===== src/rtl/sequence_detect.sv =====
// Serial bit-pattern detector with registered one-cycle match flag.
// Optional saturating match counter enabled by SEQ_DETECT_COUNT_EN.
module sequence_detect #(
   parameter int                     PATTERN_LEN = 4,
   parameter logic [PATTERN_LEN-1:0] PATTERN     = 4'b0110,
   parameter bit                     OVERLAP     = 1'b1
) (
   input  logic       x,
   input  logic       clk,
   input  logic       reset,
   output logic       z
`ifdef SEQ_DETECT_COUNT_EN
   ,output logic [7:0] match_count
`endif
);

   localparam int FW = $clog2(PATTERN_LEN + 1);
   localparam logic [FW-1:0] FULL = FW'(PATTERN_LEN);

   logic [PATTERN_LEN-1:0] hist_q, hist_d;
   logic [FW-1:0]          fill_q, fill_d, fill_inc;
   logic                   z_q, z_d;
   logic                   match;

   always_comb begin
      hist_d   = {hist_q[PATTERN_LEN-2:0], x};
      fill_inc = (fill_q == FULL) ? FULL : fill_q + 1'b1;
      match    = (fill_inc == FULL) && (hist_d == PATTERN);
      fill_d   = fill_inc;
      // Non-overlapping mode demands N fresh bits after each hit.
      if (match && !OVERLAP) begin
         fill_d = '0;
      end
      z_d = match;
   end

   always_ff @(posedge clk) begin
      if (reset) begin
         hist_q <= '0;
         fill_q <= '0;
         z_q    <= 1'b0;
      end else begin
         hist_q <= hist_d;
         fill_q <= fill_d;
         z_q    <= z_d;
      end
   end

   assign z = z_q;

`ifdef SEQ_DETECT_COUNT_EN
   logic [7:0] cnt_q, cnt_d;

   always_comb begin
      cnt_d = cnt_q;
      if (match && (cnt_q != 8'hFF)) begin
         cnt_d = cnt_q + 8'd1;
      end
   end

   always_ff @(posedge clk) begin
      if (reset) begin
         cnt_q <= '0;
      end else begin
         cnt_q <= cnt_d;
      end
   end

   assign match_count = cnt_q;
`endif

endmodule


===== config.mk =====
export PLATFORM = sky130hd
export DESIGN_NAME = sequence_detect
export DESIGN_NICKNAME = d
export VERILOG_FILES = /design/src/rtl/sequence_detect.sv
export SDC_FILE = /design/constraint.sdc
export NUM_CORES = 1
export LEC_CHECK = 0
export BUFFER_PORTS_ARGS = -buffer_cell sky130_fd_sc_hd__buf_4
export CAP_MARGIN = 20
export CORE_AREA = 2 2 39 41
export CTS_CLUSTER_SIZE = 28
export DETAILED_ROUTE_END_ITERATION = 6
export DIE_AREA = 0 0 41 43
export GPL_ROUTABILITY_DRIVEN = 1
export HOLD_SLACK_MARGIN = 0.15
export PLACE_DENSITY = 0.35
export REMOVE_ABC_BUFFERS = 1
export SLEW_MARGIN = 20
export SYNTH_ARGS = -nofsm -noshare
export SYNTH_HDL_FRONTEND = slang
export SYNTH_SLANG_ARGS = --single-unit

===== constraint.sdc =====
create_clock -name clk -period 1.61 [get_ports clk]
set_clock_uncertainty 0.2 [all_clocks]
set_input_delay 0.322 -clock clk [delete_from_list [all_inputs] [get_ports clk]]
set_output_delay 0.322 -clock clk [all_outputs]
set_load 0.02 [all_outputs]

==> flow_summary.json, run 1 <==
{
  "drive_gt1_share_pct": 36.36,
  "status": "completed",
  "grt_pass1_vias": 201,
  "holdBufCountCts": 1,
  "n_fill_cell": 152,
  "antenna_found_initial": 0,
  "rows": 14,
  "synthTopCellsByArea": "dfxtp_1 (55%), nor2b_1 (12%), ha_1 (9.8%)",
  "grt_first_pass_wirelength_um": 772,
  "die_area_um2": 1763,
  "total_leakage_power_nw": 0.1404,
  "setup_viol": 0,
  "drt-wirelength-per-cell_um": 8.714,
  "crit_path_end_kind": "flip-flop",
  "stdcell_area_um2": 357.8,
  "worst_slew_pin_slew_ps": 190.7,
  "grt_usage_pct": 6.546,
  "synth_top_cell_by_area": "dfxtp_1",
  "routed_wl_um": 427,
  "synth_area_per_cell_um2": 10.69,
  "clk_root_buffer_cell": "clkbuf_4",
  "synth.top_cell.area_share_pct": 54.63,
  "cp.required_ps": 1570,
  "path_max_fanout": 2,
  "maxSlewHeadroom_pct": 87.28,
  "maxCapViolations": 0,
  "min_period_over_period_pct": 95.41,
  "die_h_um": 43,
  "drtIter0Drc": 0,
  "path_buf_inv": 1,
  "power_density_nw_per_um2": 1095,
  "grt-ovfl-total": 0,
  "pin_count": 4,
  "ys_seq_area_share_pct": 54.63,
  "clk_pin_slew_ps": 50,
  "ys_ff_latch": 7,
  "finish.utilization_pct": 25.86,
  "worstPathCellList": "inv_1 -> ha_4 -> or4_4 -> nor4_2",
  "cts_buffer_depth": 2,
  "start_util_pct": 18.54,
  "ys_warn_count": 0,
  "clock_sinks": 7,
  "drtPass1Iterations": 1,
  "synth-edff-count": 0,
  "core_area_um2": 1384,
  "antenna_cells": 0,
  "cts_tree": "yes",
  "pre_cts_ws_ps": 9.224,
  "htree_levels": 1,
  "total_power_uw": 392.0,
  "synth_area_um2": 256.5,
  "worstSetupPathType": "flip-flop to flip-flop",
  "synthFlopType": "dfxtp_1",
  "yosysMostFrequentCell": "dfxtp_1",
  "die_w_um": 41,
  "setup.worst_path.start_class": "flip-flop",
  "areaGrowthSynthToFinish_pct": 39.51,
  "cts-buffers-inserted": 3,
  "placed_cell_area_um2": 306.5,
  "io_buffers": 3,
  "grt_max_degree": 8,
  "finalHoldViolations": 0,
  "cpPeakStageDelay_ps": 520,
  "fin_crit_ps": 1536,
  "maxSlewViolCount": 0,
  "synthArstFlopShare_pct": 0,
  "gp_congestion": 0.6731,
  "drc": 0,
  "cp_top_family": "simple AND/OR/NAND/NOR gates",
  "dp_hpwl_um": 288.6,
  "cpMaxStageDelayCell": "or4_4",
  "crit_arrival_ps": 1500,
  "hold_path.class": "primary input to flip-flop",
  "synthTopCellsByCount": "dfxtp_1 (7), nor2b_1 (5), ha_1 (2), inv_1 (2), nor2_1 (2)",
  "setup_ws_ps": 73.84,
  "worstSkewPairLatency_ps": 240,
  "cts_setup_buffers": 0,
  "final_antenna_net_count": 0,
  "max_freq_mhz": 651.0,
  "vias": 190,
  "vdd_drop_max_uv": 309.3,
  "nets": 39,
  "yosysUniqueCellTypes": 11,
  "syn_inst": 24,
  "viasPerCell": 3.878
}
-- path summary, 6_finish.rpt --
| check | startpoint | end | slack [ps] | cells after the start |
|---|---|---|---|---|
| min | x | hist_q[0] | 100 | 2 |
| max | fill_q[0] | z | 70 | 4 |
| max reg2reg | fill_q[0] | z | 70 | 4 |
| min reg2reg | hist_q[0] | hist_q[1] | 270 | 1 |
-- cell usage in the layout (no fill, tap or decap) --
cell	n
clkbuf_1	1
clkbuf_4	3
or4_4	1
dfxtp_2	2
nor3_1	1
ha_4	1
nand3b_1	1
ha_1	1
a21oi_1	1
dfxtp_1	5
nor4_2	1
buf_4	4
dlygate4sd3_1	1
nor2_1	2
inv_1	2
nor2b_1	5
nand2_1	1
-- metrics by stage --
stage	setup TNS, ps	hold WS (ps)	instances
2_1_floorplan	0	190.5	24
3_3_place_gp	0	252.7	44
3_5_place_dp	0	258.3	44
4_1_cts	0	97.07	49
5_1_grt	-0.8585	122.2	49
6_report	0	103.3	49
-- logic make-up (layout without fill, tap and decap cells) --
group	Yosys count	count (layout)	synth area share (%)
and+or+nand+nor	12	12	30.73
DFF	7	7	54.63
adders and majority gates	2	2	9.755
buffers and inverters	2	11	2.928
AOI/OAI and AO/OA	1	1	1.949
-- layer usage --
metal	vias up	share of wire (%)	track usage, %	wire length (µm)
li1	96	-	-	-
met1	90	44	7.792	189
met2	4	51	9.063	218
met3	0	4.4	1.571	19
met4	0	0	6.000	0
met5	-	0	0	0
-- area by class of cell --
| type | instances | area, µm² | area share (%) |
|---|---|---|---|
| clock buffer | 4 | 26.28 | 7.343 |
| inverter | 2 | 7.507 | 2.098 |
| tap | 16 | 20.02 | 5.594 |
| timing repair buffer | 5 | 40.04 | 11.19 |
| multi-input combinational | 15 | 121.4 | 33.92 |
| sequential | 7 | 142.6 | 39.86 |
-- state kept, by name, indices dropped and copies added, names as in the netlist --
name,cells
fill_q,3
hist_q,3
z,1
-- timing repair --
item	CTS	global route
hold endpoints to repair	7	2
gates resized for setup	0	3
endpoints found under the setup margin	0	1
-- worst register-to-register path, delay by kind of cell (launching register included) --
kind,cells,cell delay (ps)
flip-flops,1,320
adder cells (fa/ha/maj),1,230
buffers and inverters,1,60
AND/OR/NAND/NOR,2,640
-- report_power, final --
part | internal [mW] | switching, mW
logic | 0.0248 | 0.0208
registers | 0.185 | 0.00512
clock network | 0.0944 | 0.0616
Power figures use the tool's default switching activity.
==> run 2: changes to the inputs <==
PLACE_DENSITY = 0.4   (was 0.35)
==> flow_summary.json, run 2 (synthesis gave the netlist of run 1 again) <==
{
  "grt_busiest_layer": "met2",
  "worst_slew_pin_slew_ps": 250.6,
  "crit_arrival_ps": 1520,
  "io_buffers": 3,
  "viasPerCell": 3.857,
  "setup_viol": 0,
  "power_density_nw_per_um2": 1082,
  "crit_path_end_kind": "flip-flop",
  "grt-ovfl-total": 0,
  "crit_path_start": "fill_q[1]",
  "hold_path.class": "primary input to flip-flop",
  "r2r_start": "fill_q[1]",
  "maxCapViolations": 0,
  "vdd_drop_max_uv": 430.7,
  "areaGrowthSynthToFinish_pct": 42.93,
  "drc": 0,
  "status": "completed",
  "finish.utilization_pct": 26.49,
  "hold_slack_ps": 98.76,
  "cts-buffers-inserted": 3,
  "use_met3_pct": 3.141,
  "maxSlewHeadroom_pct": 83.23,
  "vias": 189,
  "layout_common_cells": "nor2b_1 (5), dfxtp_1 (5), buf_4 (4), clkbuf_4 (3)",
  "final_antenna_net_count": 0,
  "max_freq_mhz": 644.2,
  "worstSetupPathType": "flip-flop to flip-flop",
  "dp_hpwl_um": 293.9,
  "fin_crit_ps": 1552,
  "grt_usage_pct": 6.734,
  "grt_pass1_vias": 196,
  "cp.required_ps": 1580,
  "clk_root_buffer_cell": "clkbuf_4",
  "rows": 14,
  "nets": 39,
  "total_leakage_power_nw": 0.1398,
  "antenna_found_initial": 0,
  "core_area_um2": 1384,
  "drtIter0Drc": 1,
  "grtUsageMet1_pct": 7.097,
  "clk_pin_slew_ps": 50,
  "cts_setup_buffers": 0,
  "start_util_pct": 18.54,
  "finalHoldViolations": 0,
  "die_h_um": 43,
  "htree_levels": 1,
  "cts_buffer_depth": 2,
  "clock_sinks": 7,
  "maxSlewViolCount": 0,
  "routed_wl_um": 417,
  "drtPass1Iterations": 4,
  "pin_count": 4,
  "setup.worst_path.start_class": "flip-flop",
  "n_fill_cell": 152,
  "grt_first_pass_wirelength_um": 731,
  "drive_gt1_share_pct": 39.39,
  "worstSkewPairLatency_ps": 250,
  "path_max_fanout": 2,
  "drt-wirelength-per-cell_um": 8.510,
  "grt_max_degree": 8,
  "die_w_um": 41,
  "min_period_over_period_pct": 96.42,
  "cts_tree": "yes",
  "die_area_um2": 1763,
  "grtUsageMet2_pct": 8.438,
  "holdBufCountCts": 1,
  "min_from": "x",
  "antenna_cells": 0,
  "gp_congestion": 0.6812
}
-- run 2: cell types whose count changed in the layout (fill, tap and decap cells not counted) --
cell    delta
inv_1      -1
inv_2      +1
nor4_2     -1
nor4_4     +1
-- run 2: cell type report --
type | instances | area (µm²) | area share [%]
clock buffer | 4 | 26.28 | 7.167
inverter | 2 | 7.507 | 2.048
timing repair buffer | 5 | 40.04 | 10.92
tap | 16 | 20.02 | 5.461
multi-input combinational | 15 | 130.1 | 35.49
sequential | 7 | 142.6 | 38.91
-- run 2: critical path: stages, from the launching register on --
cell and delay [ps]:
dfxtp_2 320, inv_1 90, ha_4 200, or4_4 540, nor4_4 120
-- run 2: repair_timing --
item | in CTS | in global routing
setup endpoints to repair | 1 | 1
endpoints found under the hold margin | 7 | 2
resized for setup | 1 | 4
-- run 2: per-layer routing --
metal | share of wire [%] | wire length, µm | vias to the layer above
met5 | 0 | 0 | -
met4 | 0 | 0 | 0
met3 | 8.6 | 36 | 0
met2 | 47 | 198 | 9
met1 | 44 | 182 | 84
li1 | - | - | 96
-- run 2: path summary, 6_finish.rpt --
check | endpoint | slack [ps] | depth (start not counted)
min reg2reg | hist_q[1] | 270 | 1
max reg2reg | z | 60 | 4
max | z | 60 | 4
min | hist_q[0] | 100 | 2
-- run 2: stage by stage --
| stage | total power, mW | cell area, µm² | setup slack [ps] | instances | TNS (ps) |
|---|---|---|---|---|---|
| floorplan | 0.2135 | 256.5 | 29.21 | 24 | 0 |
| global placement | 0.2268 | 306.5 | 15.84 | 44 | 0 |
| detailed placement | 0.2281 | 306.5 | 10.03 | 44 | 0 |
| CTS | 0.3937 | 344.1 | 6.585 | 49 | 0 |
| global route | 0.4281 | 366.6 | -7.732 | 49 | -7.732 |
| finish | 0.3966 | 366.6 | 57.59 | 49 | 0 |
-- run 2: report_power, final --
part           internal, mW  switching (mW)  leakage [nW]
clock                0.0945          0.0635        0.0150
combinational        0.0251          0.0224        0.0668
sequential            0.185         0.00576        0.0581
total                 0.305          0.0917         0.140
==> run 3: changes to the inputs <==
CELL_PAD_IN_SITES_DETAIL_PLACEMENT = 0   (was not set)
CELL_PAD_IN_SITES_GLOBAL_PLACEMENT = 1   (was not set)
PLACE_DENSITY = 0.46   (was 0.4)
==> flow_summary.json, run 3 (synthesis gave the netlist of run 1 again) <==
{
  "cp.required_ps": 1570,
  "grt_max_degree": 8,
  "setup_ws_ps": 64.14,
  "htree_levels": 1,
  "drtIter0Drc": 1,
  "status": "completed",
  "r2r_cells": 4,
  "min_period_over_period_pct": 96.02,
  "cpMaxStageDelayCell": "or4_4",
  "cts_setup_buffers": 0,
  "die_h_um": 43,
  "final_antenna_net_count": 0,
  "grt-ovfl-total": 0,
  "stdcell_area_um2": 366.6,
  "tns_ps": 0,
  "drt-wirelength-per-cell_um": 8.204,
  "rows": 14,
  "power_density_nw_per_um2": 1069,
  "grt_first_pass_wirelength_um": 717,
  "die_w_um": 41,
  "grt_pass1_vias": 179,
  "start_util_pct": 18.54,
  "grt_usage_pct": 6.332,
  "placed_cell_area_um2": 306.5,
  "crit_arrival_ps": 1510,
  "setup.worst_path.start_class": "flip-flop",
  "areaGrowthSynthToFinish_pct": 42.93,
  "p_int_uw": 304.9,
  "holdPathStages": 2,
  "worst_slew_pin_slew_ps": 252.0,
  "maxCapViolations": 0,
  "total_leakage_power_nw": 0.1398,
  "swShare_pct": 22.19,
  "worstSkewPairLatency_ps": 240,
  "clk_root_buffer_cell": "clkbuf_4",
  "drtPass1Iterations": 2,
  "finish.utilization_pct": 26.49,
  "min_from": "x",
  "maxSlewHeadroom_pct": 83.13,
  "seqPwrFrac_pct": 48.7,
  "clk_pin_slew_ps": 50,
  "die_area_um2": 1763,
  "finalHoldViolations": 0,
  "antenna_cells": 0,
  "io_buffers": 3,
  "cts-buffers-inserted": 3,
  "hold_path.class": "primary input to flip-flop",
  "viasPerCell": 3.796,
  "total_power_uw": 391.8,
  "crit_path_end_kind": "flip-flop",
  "cpPeakStageDelay_ps": 540,
  "min_to": "hist_q[0]",
  "maxSlewViolCount": 0,
  "routed_wl_um": 402,
  "cts_buffer_depth": 2,
  "max_freq_mhz": 646.9,
  "worstPathCellList": "inv_1 -> ha_4 -> or4_4 -> nor4_4",
  "vdd_drop_max_uv": 469.2,
  "pre_cts_ws_ps": -12.39,
  "nets": 39,
  "rsz0062_at_grt": "yes",
  "antenna_found_initial": 0,
  "share_comb_of_total_power_pct": 12.1,
  "worst-r2r-setup-slack_ps": 60,
  "r2r_start": "fill_q[1]",
  "drc": 0,
  "core_area_um2": 1384,
  "dp_hpwl_um": 319.8,
  "p_clk_share_pct": 39.2,
  "gp_congestion": 0.7094,
  "layout_common_cells": "nor2b_1 (5), dfxtp_1 (5), buf_4 (4), clkbuf_4 (3)",
  "fin_crit_ps": 1546,
  "setup_viol": 0,
  "drive_gt1_share_pct": 39.39,
  "worstSetupPathType": "flip-flop to flip-flop",
  "vias": 186,
  "clock_sinks": 7,
  "reg2reg_to": "z",
  "pin_count": 4,
  "power.switching_uw": 86.95,
  "path_max_fanout": 2,
  "cts_tree": "yes",
  "n_fill_cell": 150
}
## run 3: per-stage QoR
stage / std cells / hold WS [ps]
floorplan: 24 / 190.5
global placement: 44 / 251.6
detailed placement: 44 / 265.0
CTS: 49 / 107.8
global route: 49 / 150.4
finish: 49 / 108.4
## run 3: timing repair
| action | 4_1_cts | 5_1_grt |
|---|---|---|
| setup endpoints to repair | 1 | 1 |
| pin swaps | 0 | 0 |
| hold buffers | 1 | 0 |
| hold endpoints to repair | 7 | 0 |
| gates cloned | 0 | 0 |
| gates resized for setup | 4 | 1 |
## run 3: final cells by class
| type | instances | area, µm² | share of cell area, % |
|---|---|---|---|
| clock buffers | 4 | 26.28 | 7.167 |
| well taps | 16 | 20.02 | 5.461 |
| inverters | 2 | 7.507 | 2.048 |
| repair buffers | 5 | 40.04 | 10.92 |
| flip-flops and latches | 7 | 142.6 | 38.91 |
| multi-input cells | 15 | 130.1 | 35.49 |
## run 3: how the worst max path moves through the flow
stage | from | end | slack, ps | depth (start not counted)
final | fill_q[1] | z | 60 | 4
after global routing | fill_q[0] | z | -9 | 4
after CTS | fill_q[0] | z | 60 | 4
after detailed placement | fill_q[0] | z | -10 | 4
after global placement | fill_q[0] | z | 20 | 4
after floorplan | fill_q[0] | z | 30 | 4
## run 3: critical path, delay by kind of cell, from the launching register on
kind,cells,cell delay [ps]
flip-flops,1,320
buffers and inverters,1,80
AND/OR/NAND/NOR,2,660
adder cells (fa/ha/maj),1,200
## run 3: routing by layer
metal	up-vias	track usage (%)	wire length (µm)
li1	96	-	-
met1	86	8.065	192
met2	4	8.125	185
met3	0	4.712	24
met4	0	2.000	0
met5	-	0	0
## run 3: power by group through the flow
stage | sequential (mW) | clock, mW | combinational (mW)
6_report | 0.191 | 0.154 | 0.0474
5_1_grt | 0.192 | 0.172 | 0.0572
4_1_cts | 0.191 | 0.159 | 0.0463
3_5_place_dp | 0.193 | 0 | 0.0364
3_3_place_gp | 0.192 | 0 | 0.0345
2_1_floorplan | 0.192 | 0 | 0.0213
